<file path="src/rtl/bus_arbiter_pkg.sv">
// Shared definitions for the two-client memory bus arbiter:
// default bus widths and the arbiter state encoding.
package bus_arbiter_pkg;

   localparam int ADDR_W_DEF = 32;
   localparam int DATA_W_DEF = 32;

   typedef enum logic [1:0] {
      IDLE   = 2'd0,
      BUSY_I = 2'd1,
      BUSY_D = 2'd2
   } arb_state_t;

endpackage

</file>
<file path="src/rtl/arb_req_slot.sv">
// One client's request slot: pending flag, latched request fields and the
// held read-data register returned to that client.
module arb_req_slot
   import bus_arbiter_pkg::*;
#(
   parameter int ADDR_W = ADDR_W_DEF,
   parameter int DATA_W = DATA_W_DEF
) (
   input  logic              clk,
   input  logic              reset,
   input  logic              start,
   input  logic [ADDR_W-1:0] addr,
   input  logic [DATA_W-1:0] data,
   input  logic              we,
   input  logic              active,
   input  logic              grant,
   input  logic              done,
   input  logic [DATA_W-1:0] m_q,
   output logic              eff_pending,
   output logic [ADDR_W-1:0] eff_addr,
   output logic [DATA_W-1:0] eff_data,
   output logic              eff_we,
   output logic [DATA_W-1:0] q,
   output logic              ready
);

   logic              pending_reg;
   logic [ADDR_W-1:0] addr_reg;
   logic [DATA_W-1:0] data_reg;
   logic              we_reg;
   logic [DATA_W-1:0] q_reg;
   logic              accept;

   // A start is only taken when this client has nothing pending or in flight;
   // a freshly accepted start is visible to the grant logic in the same cycle.
   assign accept      = start && !pending_reg && !active;
   assign eff_pending = pending_reg || accept;
   assign eff_addr    = accept ? addr : addr_reg;
   assign eff_data    = accept ? data : data_reg;
   assign eff_we      = accept ? we   : we_reg;
   assign ready       = !(pending_reg || active);
   assign q           = done ? m_q : q_reg;

   // Latch accepted requests, track pending until granted, hold returned data.
   always_ff @(posedge clk) begin
      if (reset) begin
         pending_reg <= 1'b0;
         addr_reg    <= '0;
         data_reg    <= '0;
         we_reg      <= 1'b0;
         q_reg       <= '0;
      end else begin
         if (accept) begin
            addr_reg <= addr;
            data_reg <= data;
            we_reg   <= we;
         end
         pending_reg <= eff_pending && !grant;
         if (done) begin
            q_reg <= m_q;
         end
      end
   end

endmodule

</file>
<file path="src/rtl/bus_arbiter.sv">
// Two-client memory bus arbiter: serialises instruction and data requests
// onto a single memory bus, data port having fixed priority.
module bus_arbiter
   import bus_arbiter_pkg::*;
#(
   parameter int ADDR_W = ADDR_W_DEF,
   parameter int DATA_W = DATA_W_DEF
) (
   input  logic              clk,
   input  logic              reset,
   input  logic [ADDR_W-1:0] i_addr,
   input  logic [DATA_W-1:0] i_data,
   input  logic              i_we,
   input  logic              i_start,
   output logic [DATA_W-1:0] i_q,
   output logic              i_done,
   output logic              i_ready,
   input  logic [ADDR_W-1:0] d_addr,
   input  logic [DATA_W-1:0] d_data,
   input  logic              d_we,
   input  logic              d_start,
   output logic [DATA_W-1:0] d_q,
   output logic              d_done,
   output logic              d_ready,
   output logic [ADDR_W-1:0] m_addr,
   output logic [DATA_W-1:0] m_data,
   output logic              m_we,
   output logic              m_start,
   input  logic [DATA_W-1:0] m_q,
   input  logic              m_done,
   input  logic              m_ready
);

   arb_state_t        state;
   arb_state_t        next_state;
   logic              grant_i;
   logic              grant_d;
   logic              active_i;
   logic              active_d;
   logic              pend_i;
   logic              pend_d;
   logic [ADDR_W-1:0] req_addr_i;
   logic [ADDR_W-1:0] req_addr_d;
   logic [DATA_W-1:0] req_data_i;
   logic [DATA_W-1:0] req_data_d;
   logic              req_we_i;
   logic              req_we_d;

   assign active_i = (state == BUSY_I);
   assign active_d = (state == BUSY_D);

   arb_req_slot #(
      .ADDR_W (ADDR_W),
      .DATA_W (DATA_W)
   ) u_slot_i (
      .clk         (clk),
      .reset       (reset),
      .start       (i_start),
      .addr        (i_addr),
      .data        (i_data),
      .we          (i_we),
      .active      (active_i),
      .grant       (grant_i),
      .done        (i_done),
      .m_q         (m_q),
      .eff_pending (pend_i),
      .eff_addr    (req_addr_i),
      .eff_data    (req_data_i),
      .eff_we      (req_we_i),
      .q           (i_q),
      .ready       (i_ready)
   );

   arb_req_slot #(
      .ADDR_W (ADDR_W),
      .DATA_W (DATA_W)
   ) u_slot_d (
      .clk         (clk),
      .reset       (reset),
      .start       (d_start),
      .addr        (d_addr),
      .data        (d_data),
      .we          (d_we),
      .active      (active_d),
      .grant       (grant_d),
      .done        (d_done),
      .m_q         (m_q),
      .eff_pending (pend_d),
      .eff_addr    (req_addr_d),
      .eff_data    (req_data_d),
      .eff_we      (req_we_d),
      .q           (d_q),
      .ready       (d_ready)
   );

   // Grant decision in IDLE and completion routing to the owning client;
   // a done arriving during reset is swallowed so abandoned work stays silent.
   always_comb begin
      next_state = state;
      grant_i    = 1'b0;
      grant_d    = 1'b0;
      i_done     = 1'b0;
      d_done     = 1'b0;
      case (state)
         IDLE: begin
            if (m_ready && (pend_d || pend_i)) begin
               if (pend_d) begin
                  grant_d    = 1'b1;
                  next_state = BUSY_D;
               end else begin
                  grant_i    = 1'b1;
                  next_state = BUSY_I;
               end
            end
         end
         BUSY_I: begin
            if (m_done) begin
               i_done     = 1'b1;
               next_state = IDLE;
            end
         end
         BUSY_D: begin
            if (m_done) begin
               d_done     = 1'b1;
               next_state = IDLE;
            end
         end
         default: begin
            next_state = IDLE;
         end
      endcase
      if (reset) begin
         i_done = 1'b0;
         d_done = 1'b0;
      end
   end

   // State register plus the registered bus request, loaded from the winner.
   always_ff @(posedge clk) begin
      if (reset) begin
         state   <= IDLE;
         m_start <= 1'b0;
         m_addr  <= '0;
         m_data  <= '0;
         m_we    <= 1'b0;
      end else begin
         state   <= next_state;
         m_start <= grant_i || grant_d;
         if (grant_d) begin
            m_addr <= req_addr_d;
            m_data <= req_data_d;
            m_we   <= req_we_d;
         end else if (grant_i) begin
            m_addr <= req_addr_i;
            m_data <= req_data_i;
            m_we   <= req_we_i;
         end
      end
   end

endmodule

</file>
<file path="config.mk">
export PLATFORM = sky130hd
export DESIGN_NAME = bus_arbiter
export DESIGN_NICKNAME = d
export VERILOG_FILES = /design/src/rtl/bus_arbiter_pkg.sv /design/src/rtl/arb_req_slot.sv /design/src/rtl/bus_arbiter.sv
export SDC_FILE = /design/constraint.sdc
export NUM_CORES = 1
export LEC_CHECK = 0
export CAP_MARGIN = 25
export CORE_MARGIN = 2
export CORE_UTILIZATION = 48
export CTS_CLUSTER_SIZE = 8
export DETAILED_ROUTE_END_ITERATION = 8
export GPL_TIMING_DRIVEN = 0
export HOLD_SLACK_MARGIN = 0.05
export PLACE_DENSITY_LB_ADDON = 0.2
export SYNTH_ARGS = -nofsm -noshare
export SYNTH_HDL_FRONTEND = slang
export SYNTH_SLANG_ARGS = --single-unit
</file>
<file path="constraint.sdc">
create_clock -name clk -period 2.05 [get_ports clk]
set_input_delay 0.41 -clock clk [delete_from_list [all_inputs] [get_ports clk]]
set_output_delay 0.41 -clock clk [all_outputs]
set_load 0.02 [all_outputs]
</file>
Word level (Yosys, flattened, before mapping)
Index checks and enable logic that the tools add are counted.
{ "op_classes": {"n_reduce_logical": 25, "n_eq_ne": 4, "mux": 29} }
{ "ops": {"columns": ["cell", "n"], "rows": [
  ["two-way mux 32 bit", 10],
  ["two-way mux 1 bit", 15],
  ["logical NOT 1 bit", 8],
  ["logical AND 1 bit", 7],
  ["logical OR 1 bit", 6],
  ["two-way mux 2 bit", 3],
  ["one-hot mux 2 bit (2 select lines)", 1],
  ["== test 2 x 1 -> 1 bit (second input constant)", 1],
  ["== test 2 bit (second input constant)", 1],
  ["logical NOT 2 bit", 1],
  ["!= test 2 x 1 -> 1 bit (second input constant)", 1],
  ["!= test 2 bit (second input constant)", 1],
  ["AND reduction 2 bit", 1],
  ["nonzero test 2 bit", 1],
  ["OR reduction 2 bit", 1]
]} }
{ "word_totals": {"input_bits": 168, "word_cells": 73, "reg_bits": 264} }

Logic depth before layout (Yosys ltp)
{ "depth": {"depth_word": 10, "depth_mapped": 8, "ltp_nobuf": 6} }

Modules after synthesis
From an unflattened synthesis, not the netlist that was laid out.
{ "unflattened": {"cells_unflattened": 1241, "area_unflattened_um2": 13312.8} }
{ "modules_own_cells": {"columns": ["mod", "cells_per_inst", "instances", "area_per_inst_um2"], "rows": [
  ["arb_req_slot", 464, 2, 4944.7],
  ["bus_arbiter", 313, 1, 3423.3]
]} }

Least setup slack after synthesis
OpenSTA, ideal clock, no wires.
{ "synth_timing": {"path_type": "register -> output", "from": "register state[0]", "to": "output d_q[0]", "arrival_time_ns": 1.404, "path_slack_ns": 0.236, "t_required_ns": 1.640, "stages_incl_launch_ff": 6, "path_buffers": 1, "path_cell_list": "dfxtp_1 > inv_1 > ha_1 > nand2_1 > buf_2 > mux2_2"} }
{ "synth_via": {"elab_chain_len": 4} }
{ "synth_lines": {"columns": ["item", "line_no", "source"], "rows": [
  ["from (decl)", "bus_arbiter.sv:34", "arb_state_t state;"],
  ["from (signal assigned)", "bus_arbiter.sv:147", "state <= next_state;"],
  ["== test 2 bit", "bus_arbiter.sv:104", "case (state)"],
  ["two-way mux 1 bit", "bus_arbiter.sv:104", null],
  ["two-way mux 1 bit", "bus_arbiter.sv:132", "if (reset) begin"],
  ["two-way mux 32 bit", null, null],
  ["to (decl)", "bus_arbiter.sv:22", "output logic [DATA_W-1:0] d_q,"]
]} }
Every way passes these cells.

Final worst setup path
{ "layout_timing": {"from": "register state[1]", "to": "output i_q[22]"} }
{ "layout_via": {"elab_chain_len": 4} }
{ "layout_lines": {"columns": ["item", "line_no", "source"], "rows": [
  ["== test 2 x 1 -> 1 bit", "bus_arbiter.sv:104", null],
  ["two-way mux 1 bit", "bus_arbiter.sv:104", null],
  ["two-way mux 1 bit", "bus_arbiter.sv:132", null],
  ["two-way mux 32 bit", null, null],
  ["to (decl)", "bus_arbiter.sv:15", "output logic [DATA_W-1:0] i_q,"]
]} }
Every way passes these cells.

==> flow_summary.toml <==
[worst_setup_path]
crit_slowest_cell = "dfxtp_4"
worstPathMaxFanout = 6
arrival_ps = 1930
start_kind = "flip-flop"
path_buf_inv = 4
slowest_delay_ps = 370
worstPathCellList = "inv_4, ha_4, nand2_4, buf_12, clkbuf_16, mux2_4, buf_6"
cpLargestDelayFamily = "buffers and inverters"
critPathCaptureType = "output port"
path_class = "reg -> out"
required_ps = 1640

[clock_tree]
cts.reportedPaths.clkPinSlew_ps = 50
hold_buffers = 0
root_buffer = "clkbuf_16"
cts_made_buffers = 38
htreeDepth = 2
cts_tree = "built"
cts_buffer_depth = 3
insertion_delay_ps = 510
clock_sinks = 264

[final_layout]
area_growth_syn_to_layout_pct = 54.0
num-fill-cells = 1507
utilization = 0.747
layout-drive-gt1-share = 0.254
final_nets = 1599
multi_input_area_um2 = 5210
ff_latch_area_um2 = 5290

[detailed_routing]
vias = 9295
final_antenna_net_count = 0
drt_iter0_drc = 404
drt-total-wl_um = 33300
met3_length_um = 2520
dr.max_layer_used = "met5"
route.detailed.drc = 0
wl_met2_um = 16200
via_per_inst = 5.44
dr.pass1.iters = 5
wl_met1_um = 13600
wl_per_cell_um = 19.5

[logic_synthesis]
synthesis.nets = 1220
netlist-cell-type-count = 34
syn_area_per_cell_um2 = 10.0
synth_area_um2 = 10500
yosys_warnings = 0
synth_edf_count = 0
yosysSeqAreaShare = 0.503
syn_inst = 1049
yosys_most_used_dff = "dfxtp_1"
async_flop_share = 0
ys_ff_latch = 264

[placed_design]
gp_congestion = 0.806
dp_hpwl_um = 21900
port_buffers = 301

[power]
p_per_area_nw_per_um2 = 893
power_leakage_nw = 6.52
peakVddDrop_uv = 525

[die]
die_x_um = 152
row_count = 54
die_h_um = 152
io_pins = 302
die_area_um2 = 23100
coreArea_um2 = 21700
initial_core_util = 0.485

[grt]
grt_start_max_net_pins = 11
grt_pass1_wl_um = 49000
grt_pass1_vias = 9110
antenna_found_initial = 2
grt_overflow = 0
grt_usage = 0.261

[sta]
slew_viol_final = 0
fin_crit_ps = 2340
tightest_slew_ps = 888
post-route-period-util = 1.14
max_freq_mhz = 428
setup-violations-final = 65
setup_slack_ps = -285
clock_skew_ps = 22.0
maxSlewHeadroom = 0.408
hold_violations = 0
rsz0062_at_grt = "yes"
setup_tns_ps = -14850
whs_ps = 452

[status]
status = "complete, but fails checks"
violations = "setup timing"

[run]
drv_cap = 0

[worst_hold_path]
hold_class = "reg -> reg"
routing by layer:
layer  global-route usage  up-vias
li1                     -     4431
met1                0.317     4421
met2                0.447      363
met3               0.0784       78
met4               0.0823        2
met5                    0        -
kinds of logic (layout without fill, tap and decap cells):
| kind of cell | after synthesis | after routing | share of synthesized area |
|---|---|---|---|
| AOI/OAI and AO/OA | 215 | 215 | 0.171 |
| adders and majority gates | 3 | 3 | 0.00357 |
| buffers and inverters | 92 | 471 | 0.0464 |
| DFF | 264 | 264 | 0.503 |
| muxes | 129 | 129 | 0.131 |
| other | 0 | 1 | 0 |
| and+or+nand+nor | 346 | 346 | 0.145 |
synth_stat cells, types with 33 or more instances:
| library cell | number | area, µm² |
|---|---|---|
| buf_2 | 33 | 165 |
| nor2b_1 | 76 | 475 |
| nor2_1 | 115 | 432 |
| mux2i_1 | 56 | 561 |
| a2111oi_2 | 50 | 751 |
| mux2_2 | 73 | 822 |
| o22ai_1 | 56 | 350 |
| nand2_1 | 146 | 548 |
| dfxtp_1 | 264 | 5290 |
| clkbuf_1 | 35 | 131 |
| a21oi_1 | 77 | 385 |
worst paths after layout:
| kind | to | startpoint | cells after the start | slack (ps) |
|---|---|---|---|---|
| worst max-delay path | i_q[22] | state[1] | 7 | -290 |
| worst min-delay path | u_slot_d.addr_reg[9] | u_slot_d.addr_reg[9] | 2 | 450 |
| worst max register to register | m_data[1] | state[1] | 9 | 10 |
| worst min register to register | u_slot_d.addr_reg[9] | u_slot_d.addr_reg[9] | 2 | 450 |
worst min-delay path, delay by kind of cell, from the launching register on:
family / cells / cell delay (ps)
flops: 1 / 300
simple gates: 1 / 50
compound gates: 1 / 50
where the power goes:
part	internal [W]	total [W]	leakage (nW)	switching, W
clock	0.00332	0.00541	0.485	0.00209
combinational	0.00164	0.00330	3.87	0.00166
sequential	0.00556	0.00576	2.16	0.000199
total	0.0105	0.0145	6.52	0.00395
through the flow:
step / area, µm² / setup WS [ps] / instances / power, W
finish: 16200 / -285 / 1709 / 0.0145
global route: 16200 / -329 / 1709 / 0.0150
CTS: 15400 / -313 / 1688 / 0.0142
detailed placement: 13900 / -1020 / 1631 / 0.00868
global placement: 13900 / -1020 / 1630 / 0.00862
floorplan: 10500 / 236 / 1049 / 0.00747
placed cells by master, fill, tap and decap left out, types with 3 or more instances in the layout:
master | synthesis | layout
buf_8 | 2 | 13
nor2_1 | 115 | 115
a2111oi_2 | 50 | 50
a21oi_1 | 77 | 76
nor2b_1 | 76 | 74
mux2_4 | 0 | 64
clkbuf_1 | 35 | 27
clkbuf_16 | 0 | 48
buf_6 | 2 | 84
a2111oi_4 | 1 | 3
nand2_1 | 146 | 141
buf_12 | 3 | 11
dfxtp_1 | 264 | 262
mux2i_1 | 56 | 48
clkdlybuf4s50_1 | 0 | 231
o21ai_0 | 3 | 3
o22ai_1 | 56 | 54
clkbuf_2 | 0 | 8
buf_2 | 33 | 16
mux2_2 | 73 | 9
o211ai_1 | 9 | 9
o32a_1 | 9 | 9
a2111oi_1 | 6 | 4
nand2_2 | 0 | 3
buf_4 | 4 | 17
inv_2 | 1 | 3
mux2i_2 | 0 | 6
cell type report:
class / instances / share of cell area
well taps: 280 / 0.0216
multi-input cells: 693 / 0.322
clock buffers: 39 / 0.0603
repair buffers: 339 / 0.223
inverters: 7 / 0.00193
flip-flops and latches: 264 / 0.327
clock inverters: 1 / 0.000541
diodes: 1 / 0.000155
plain buffers: 85 / 0.0444
repair_timing:
item / in CTS / in global routing
pin swaps: 5 / 30
gates resized for setup: 479 / 159
gates cloned: 4 / 11
endpoints found under the setup margin: 278 / 172
setup buffers: 13 / 15
No activity file was read; power rests on OpenSTA's default activity.
